**config.mk**
```make
export PLATFORM = sky130hd
export DESIGN_NAME = reg_to_obi_bridge
export DESIGN_NICKNAME = d
export VERILOG_FILES = /design/src/rtl/eros_pkg.sv /design/src/rtl/reg_pkg.sv /design/src/rtl/reg_to_obi_bridge.sv
export SDC_FILE = /design/constraint.sdc
export NUM_CORES = 1
export LEC_CHECK = 0
export CELL_PAD_IN_SITES_DETAIL_PLACEMENT = 0
export CELL_PAD_IN_SITES_GLOBAL_PLACEMENT = 1
export CORE_MARGIN = 10
export CORE_UTILIZATION = 45
export CTS_CLUSTER_SIZE = 8
export DETAILED_ROUTE_END_ITERATION = 10
export DONT_BUFFER_PORTS = 1
export GPL_ROUTABILITY_DRIVEN = 0
export PLACE_DENSITY_LB_ADDON = 0.2
export SYNTH_ARGS = -nofsm -noshare
export SYNTH_HDL_FRONTEND = slang
export SYNTH_SLANG_ARGS = --single-unit
```
**constraint.sdc**
```tcl
create_clock -name clk_i -period 2 [get_ports clk_i]
set_input_delay 0.5 -clock clk_i [delete_from_list [all_inputs] [get_ports clk_i]]
set_output_delay 0.5 -clock clk_i [all_outputs]
set_load 0.03 [all_outputs]
```
**src/rtl/eros_pkg.sv**
```systemverilog
// Bridge-local types: OBI request/response structs, FSM state encoding, error read data.
package eros_pkg;

  typedef struct packed {
    logic        req;
    logic        we;
    logic [3:0]  be;
    logic [31:0] addr;
    logic [31:0] wdata;
  } eros_obi_req_t;

  typedef struct packed {
    logic        gnt;
    logic        rvalid;
    logic [31:0] rdata;
  } eros_obi_resp_t;

  typedef enum logic [2:0] {
    R2O_IDLE,
    R2O_REQ,
    R2O_WAIT,
    R2O_RESP,
    R2O_DRAIN
  } reg2obi_state_e;

  localparam logic [31:0] REG2OBI_ERR_RDATA = 32'h0;

endpackage

```
**src/rtl/reg_pkg.sv**
```systemverilog
// Register-interface request/response types shared by CSR-side agents.
package reg_pkg;

  typedef struct packed {
    logic        valid;
    logic        write;
    logic [31:0] addr;
    logic [31:0] wdata;
    logic [3:0]  wstrb;
  } reg_req_t;

  typedef struct packed {
    logic        ready;
    logic        error;
    logic [31:0] rdata;
  } reg_rsp_t;

endpackage

```
**src/rtl/reg_to_obi_bridge.sv**
```systemverilog
// Register-interface to OBI initiator bridge: one reg_req transaction is replayed as a
// single OBI master access, bounded by a budget counter so a dead slave cannot hang.
module reg_to_obi_bridge
  import reg_pkg::*;
  import eros_pkg::*;
#(
  parameter type         obi_req_t      = eros_obi_req_t,
  parameter type         obi_resp_t     = eros_obi_resp_t,
  parameter int unsigned TIMEOUT_CYCLES = 256
) (
  input  logic      clk_i,
  input  logic      rst_ni,
  input  reg_req_t  reg_req_i,
  output reg_rsp_t  reg_rsp_o,
  output obi_req_t  obi_req_o,
  input  obi_resp_t obi_resp_i,
  output logic      busy_o,
  output logic      timeout_o
);

  localparam int unsigned      CNT_W   = (TIMEOUT_CYCLES == 0) ? 1 : $clog2(TIMEOUT_CYCLES + 1);
  localparam logic [CNT_W-1:0] CNT_MAX = CNT_W'((TIMEOUT_CYCLES == 0) ? 1 : TIMEOUT_CYCLES);
  localparam logic [CNT_W-1:0] CNT_EXP = CNT_W'((TIMEOUT_CYCLES == 0) ? 0 : TIMEOUT_CYCLES - 1);

  reg2obi_state_e   state_q, state_d;
  logic [31:0]      addr_q, addr_d;
  logic [31:0]      wdata_q, wdata_d;
  logic [31:0]      rdata_q, rdata_d;
  logic [3:0]       be_q, be_d;
  logic             we_q, we_d;
  logic             err_q, err_d;
  logic             stale_q, stale_d;
  logic             timeout_q, timeout_d;
  logic [CNT_W-1:0] cnt_q, cnt_d;
  logic [CNT_W-1:0] cnt_inc;
  logic             expired;
  logic             resp_vld;

  assign cnt_inc = (cnt_q == CNT_MAX) ? cnt_q : cnt_q + CNT_W'(1);
  // >= rather than ==: a grant on the last budget cycle leaves WAIT already past budget
  assign expired = (TIMEOUT_CYCLES != 0) && (cnt_q >= CNT_EXP);

  always_comb begin
    state_d   = state_q;
    addr_d    = addr_q;
    wdata_d   = wdata_q;
    rdata_d   = rdata_q;
    be_d      = be_q;
    we_d      = we_q;
    err_d     = err_q;
    stale_d   = stale_q;
    timeout_d = 1'b0;
    cnt_d     = cnt_q;
    unique case (state_q)
      R2O_IDLE: begin
        cnt_d = '0;
        if (reg_req_i.valid) begin
          addr_d  = reg_req_i.addr;
          wdata_d = reg_req_i.wdata;
          we_d    = reg_req_i.write;
          be_d    = reg_req_i.write ? reg_req_i.wstrb : 4'hF;
          err_d   = 1'b0;
          rdata_d = '0;
          state_d = R2O_REQ;
        end
      end
      R2O_REQ: begin
        cnt_d = cnt_inc;
        if (obi_resp_i.gnt) begin
          state_d = R2O_WAIT;
        end else if (expired) begin
          err_d     = 1'b1;
          rdata_d   = REG2OBI_ERR_RDATA;
          timeout_d = 1'b1;
          state_d   = R2O_RESP;
        end
      end
      R2O_WAIT: begin
        cnt_d = cnt_inc;
        if (obi_resp_i.rvalid) begin
          rdata_d = we_q ? 32'h0 : obi_resp_i.rdata;
          state_d = R2O_RESP;
        end else if (expired) begin
          // the slave still owes an rvalid; DRAIN must swallow it later
          err_d     = 1'b1;
          rdata_d   = REG2OBI_ERR_RDATA;
          stale_d   = 1'b1;
          timeout_d = 1'b1;
          state_d   = R2O_RESP;
        end
      end
      R2O_RESP: begin
        cnt_d   = '0;
        state_d = stale_q ? R2O_DRAIN : R2O_IDLE;
      end
      R2O_DRAIN: begin
        cnt_d = cnt_inc;
        if (obi_resp_i.rvalid || expired) begin
          stale_d = 1'b0;
          state_d = R2O_IDLE;
        end
      end
      default: state_d = R2O_IDLE;
    endcase
  end

  always_ff @(posedge clk_i) begin
    if (!rst_ni) begin
      state_q   <= R2O_IDLE;
      addr_q    <= '0;
      wdata_q   <= '0;
      rdata_q   <= '0;
      be_q      <= '0;
      we_q      <= 1'b0;
      err_q     <= 1'b0;
      stale_q   <= 1'b0;
      timeout_q <= 1'b0;
      cnt_q     <= '0;
    end else begin
      state_q   <= state_d;
      addr_q    <= addr_d;
      wdata_q   <= wdata_d;
      rdata_q   <= rdata_d;
      be_q      <= be_d;
      we_q      <= we_d;
      err_q     <= err_d;
      stale_q   <= stale_d;
      timeout_q <= timeout_d;
      cnt_q     <= cnt_d;
    end
  end

  always_comb begin
    obi_req_o       = '0;
    obi_req_o.req   = (state_q == R2O_REQ);
    obi_req_o.we    = we_q;
    obi_req_o.be    = be_q;
    obi_req_o.addr  = addr_q;
    obi_req_o.wdata = wdata_q;
  end

  assign resp_vld        = (state_q == R2O_RESP);
  assign reg_rsp_o.ready = resp_vld;
  assign reg_rsp_o.error = resp_vld & err_q;
  assign reg_rsp_o.rdata = resp_vld ? rdata_q : 32'h0;
  assign busy_o          = (state_q != R2O_IDLE);
  assign timeout_o       = timeout_q;

endmodule

```
==> flow_summary.ini <==
[power_and_ir_drop]
peakVddDrop_mv = 0.616
total_power_density_per_cell_area_nw_per_um2 = 984
cellLeakagePower_nw = 2.41

[clock_network]
clock_sink_count = 116
cts-root-to-sink-buffers = 2
cts_tree = yes
clock_tree.htree_level_count = 4
cts-hold-fix-buffers = 0
clk_pin_slew_ns = 0.06
numCtsBuffers = 17
clock_latency_ns = 0.51
clk_root_buffer_cell = clkbuf_8

[sta]
fmaxAchievable_mhz = 473
postLayoutSetupSlackWorst_ns = -0.115
worst_margin_pin_slew_ns = 0.494
final.setup_skew_ns = 0.00808
final_min_period_over_clock_period_pct = 106
count_of_pins_over_their_slew_limit = 0
rsz0062_at_grt = true
period_minus_slack_ns = 2.11
slew_headroom_pct = 66.9
summed_negative_setup_slack_over_all_endpoints_ns = -2.10
finalHoldViolCount = 0
finalSetupViolCount = 33

[grt]
grt_usage_pct = 17.1
grt_start_max_net_pins = 83
first_pass_grt_wire_length_mm = 20.1
grt_remaining_overflow = 0
grt_pass1_vias = 3675
grt_antenna_before_repair = 1

[finish]
syn_to_final_growth_pct = 29.9
instances_no_fill = 698
design.final.nets = 657
ratio_of_cells_with_drive_above_1_in_the_final_layout_pct = 23.0
fill_cells = 879

[yosys]
mappedNetlistArea_sq_um = 4710
synth_fp_nets = 628
netlist_top_cells_count = nand2_1, dfxtp_1, a21boi_1
synth_async_sr_flop_share_pct = 0
synth_top_area_share_pct = 49.3
post-synth-top-count-cell = nand2_1
synth_ff_type = dfxtp_1
netlist.top_cell.by_area = dfxtp_1
yosys_register_bits = 116
syn-mean-instance-area_sq_um = 9.08
synth_enable_flop_cells = 0
ys_seq_area_share_pct = 49.3
synth.area.top_cells = dfxtp_1, nand2_1, a21boi_1, a22o_1, and2_1
synth-warning-count = 0
synthCells = 519
post_synth_num_cell_types = 44

[worst_setup_path]
timing.reg2reg.worst_path_depth = 9
arr_time_crit_path_ns = 1.61
crit_fanout = 8
worstPathRequired_ns = 1.50
worstSetupPathDepth = 6
start_kind = flop
cp-end-kind = output pin
timing.setup.critical_path_class = flop to output pin
worst_r2r_endpoint = rdata_q[24]$_SDFFE_PN0P_
setup.worst_path.end = reg_rsp_o[7]
timing.critical_path.slowest_cell_delay_ns = 0.35
regToRegSetupSlack_ns = 0.17
critPathTopFamily = buffers and inverters
critical_path.reg2reg.startpoint = cnt_q[1]$_SDFFE_PN0P_
timing.critical_path.slowest_stage_cell = dfxtp_2
worst-path-buf-inv = 3
critical_path.cell_chain = nand2_4 > nor2_4 > buf_6 > clkbuf_16 > and2_4 > buf_12
setup.worst_path.start = state_q[0]$_SDFFE_PN0P_

[floorplanning]
die_height_microns = 122
die_x_microns = 122
row_count = 37
initial_utilization_pct = 45.9
die_area_sq_um = 15000
ioPinCount = 212
core_area_sq_um = 10300

[run]
maxCapViolCount = 0

[drt]
final_antenna_net_count = 0
drt_first_iter_violations = 222
routed_wire_length_per_instance_microns = 19.4
routed-via-count = 3711
remaining_drc_errors = 0
finalWirelength_mm = 13.5
detail_route.vias_per_cell = 5.32
detail_route.first_pass.iterations = 4

[place]
dp_cells = 660
dp_hpwl_mm = 9.47
placement.io_buffers = 0
placement.setup.worst_slack_ns = 0.184

[outcome]
status = complete, but fails checks
violated_checks = negative setup slack

[worst_hold_path]
worst_hold_class = input port to flop
## metrics by stage
step                power (mW)  cell area, sq um  hold slack [ns]  util (%)
floorplan                 3.12              4710            0.434         -
CTS                       6.10              6100           0.0895      59.3
finish                    6.02              6120            0.117      59.6
global route              6.27              6120           0.0862      59.6
detailed placement        3.22              5360            0.446      52.2
global placement          3.20              5360            0.447      52.2
## sequential cells by signal, summed over array words and instances (netlist names)
register	count
wdata_q	32
addr_q	32
be_q	4
state_q	3
cnt_q	9
timeout_o	1
stale_q	1
we_q	1
err_q	1
rdata_q	32
## cell families (layout without fill, tap and decap cells)
| group | Yosys count | in the layout | synth area share [%] |
|---|---|---|---|
| DFF | 116 | 116 | 49.3 |
| and+or+nand+nor | 217 | 217 | 22.0 |
| other | 0 | 1 | 0 |
| muxes | 3 | 3 | 0.637 |
| adders and majority gates | 3 | 3 | 0.796 |
| buffers and inverters | 44 | 86 | 4.78 |
| AOI/OAI and AO/OA | 133 | 133 | 22.0 |
| xor gates and xnor gates | 3 | 3 | 0.558 |
## worst min-delay path by stage
| stage | start | endpoint | slack [ns] | cells after the start |
|---|---|---|---|---|
| 2_1_floorplan | rdata_q[0]$_SDFFE_PN0P_ | rdata_q[0]$_SDFFE_PN0P_ | 0.43 | 1 |
| 3_3_place_gp | rdata_q[15]$_SDFFE_PN0P_ | rdata_q[15]$_SDFFE_PN0P_ | 0.45 | 1 |
| 3_5_place_dp | rdata_q[21]$_SDFFE_PN0P_ | rdata_q[21]$_SDFFE_PN0P_ | 0.45 | 1 |
| 4_1_cts | reg_req_i[59] | addr_q[23]$_SDFFE_PN0P_ | 0.09 | 2 |
| 5_1_grt | reg_req_i[56] | addr_q[20]$_SDFFE_PN0P_ | 0.09 | 2 |
| 6_report | reg_req_i[42] | addr_q[6]$_SDFFE_PN0P_ | 0.12 | 2 |
## placed cells by master (no fill, tap or decap), drive strengths merged, types with 5 or more instances in the layout
cell type,instances
nand2,140
dfxtp,116
a21boi,65
buf,48
and2,34
a22o,32
clkbuf,29
o21ai,11
nor2,7
a21oi,6
nand3b,5
o211a,5
nand3,5
inv,5
## routing by layer
layer  vias to the layer above  wire length [microns]  share of wire (%)  track usage, %
li1                       1827                      -                  -               -
met5                         -                      0                  0               0
met4                         0                    187                1.4            6.85
met2                       170                   6420                 47            27.6
met3                        14                   1710                 13            9.37
met1                      1700                   5210                 38            18.5
## where the power goes
part,leakage (nW),internal [mW],switching (mW)
combinational,1.19,0.181,0.273
clock,0.271,1.87,0.972
sequential,0.947,2.44,0.294
total,2.41,4.48,1.54
## what timing repair did
action,4_1_cts,5_1_grt
gates cloned,1,1
resized for setup,48,7
buffers inserted,3,1
pin swaps,2,8
setup endpoints to repair,35,65
## final cells by class
cell class              count  area [sq um]  share of cell area (%)
diodes                      1          2.50                  0.0409
inverters                   5          18.8                   0.306
well taps                 136           170                    2.78
multi-input cells         359          2280                    37.2
clock inverters             4          70.1                    1.14
clock buffers              28           485                    7.93
flip-flops and latches    116          2330                    38.0
repair buffers             49           768                    12.5
No activity file was read; power rests on OpenSTA's default activity.
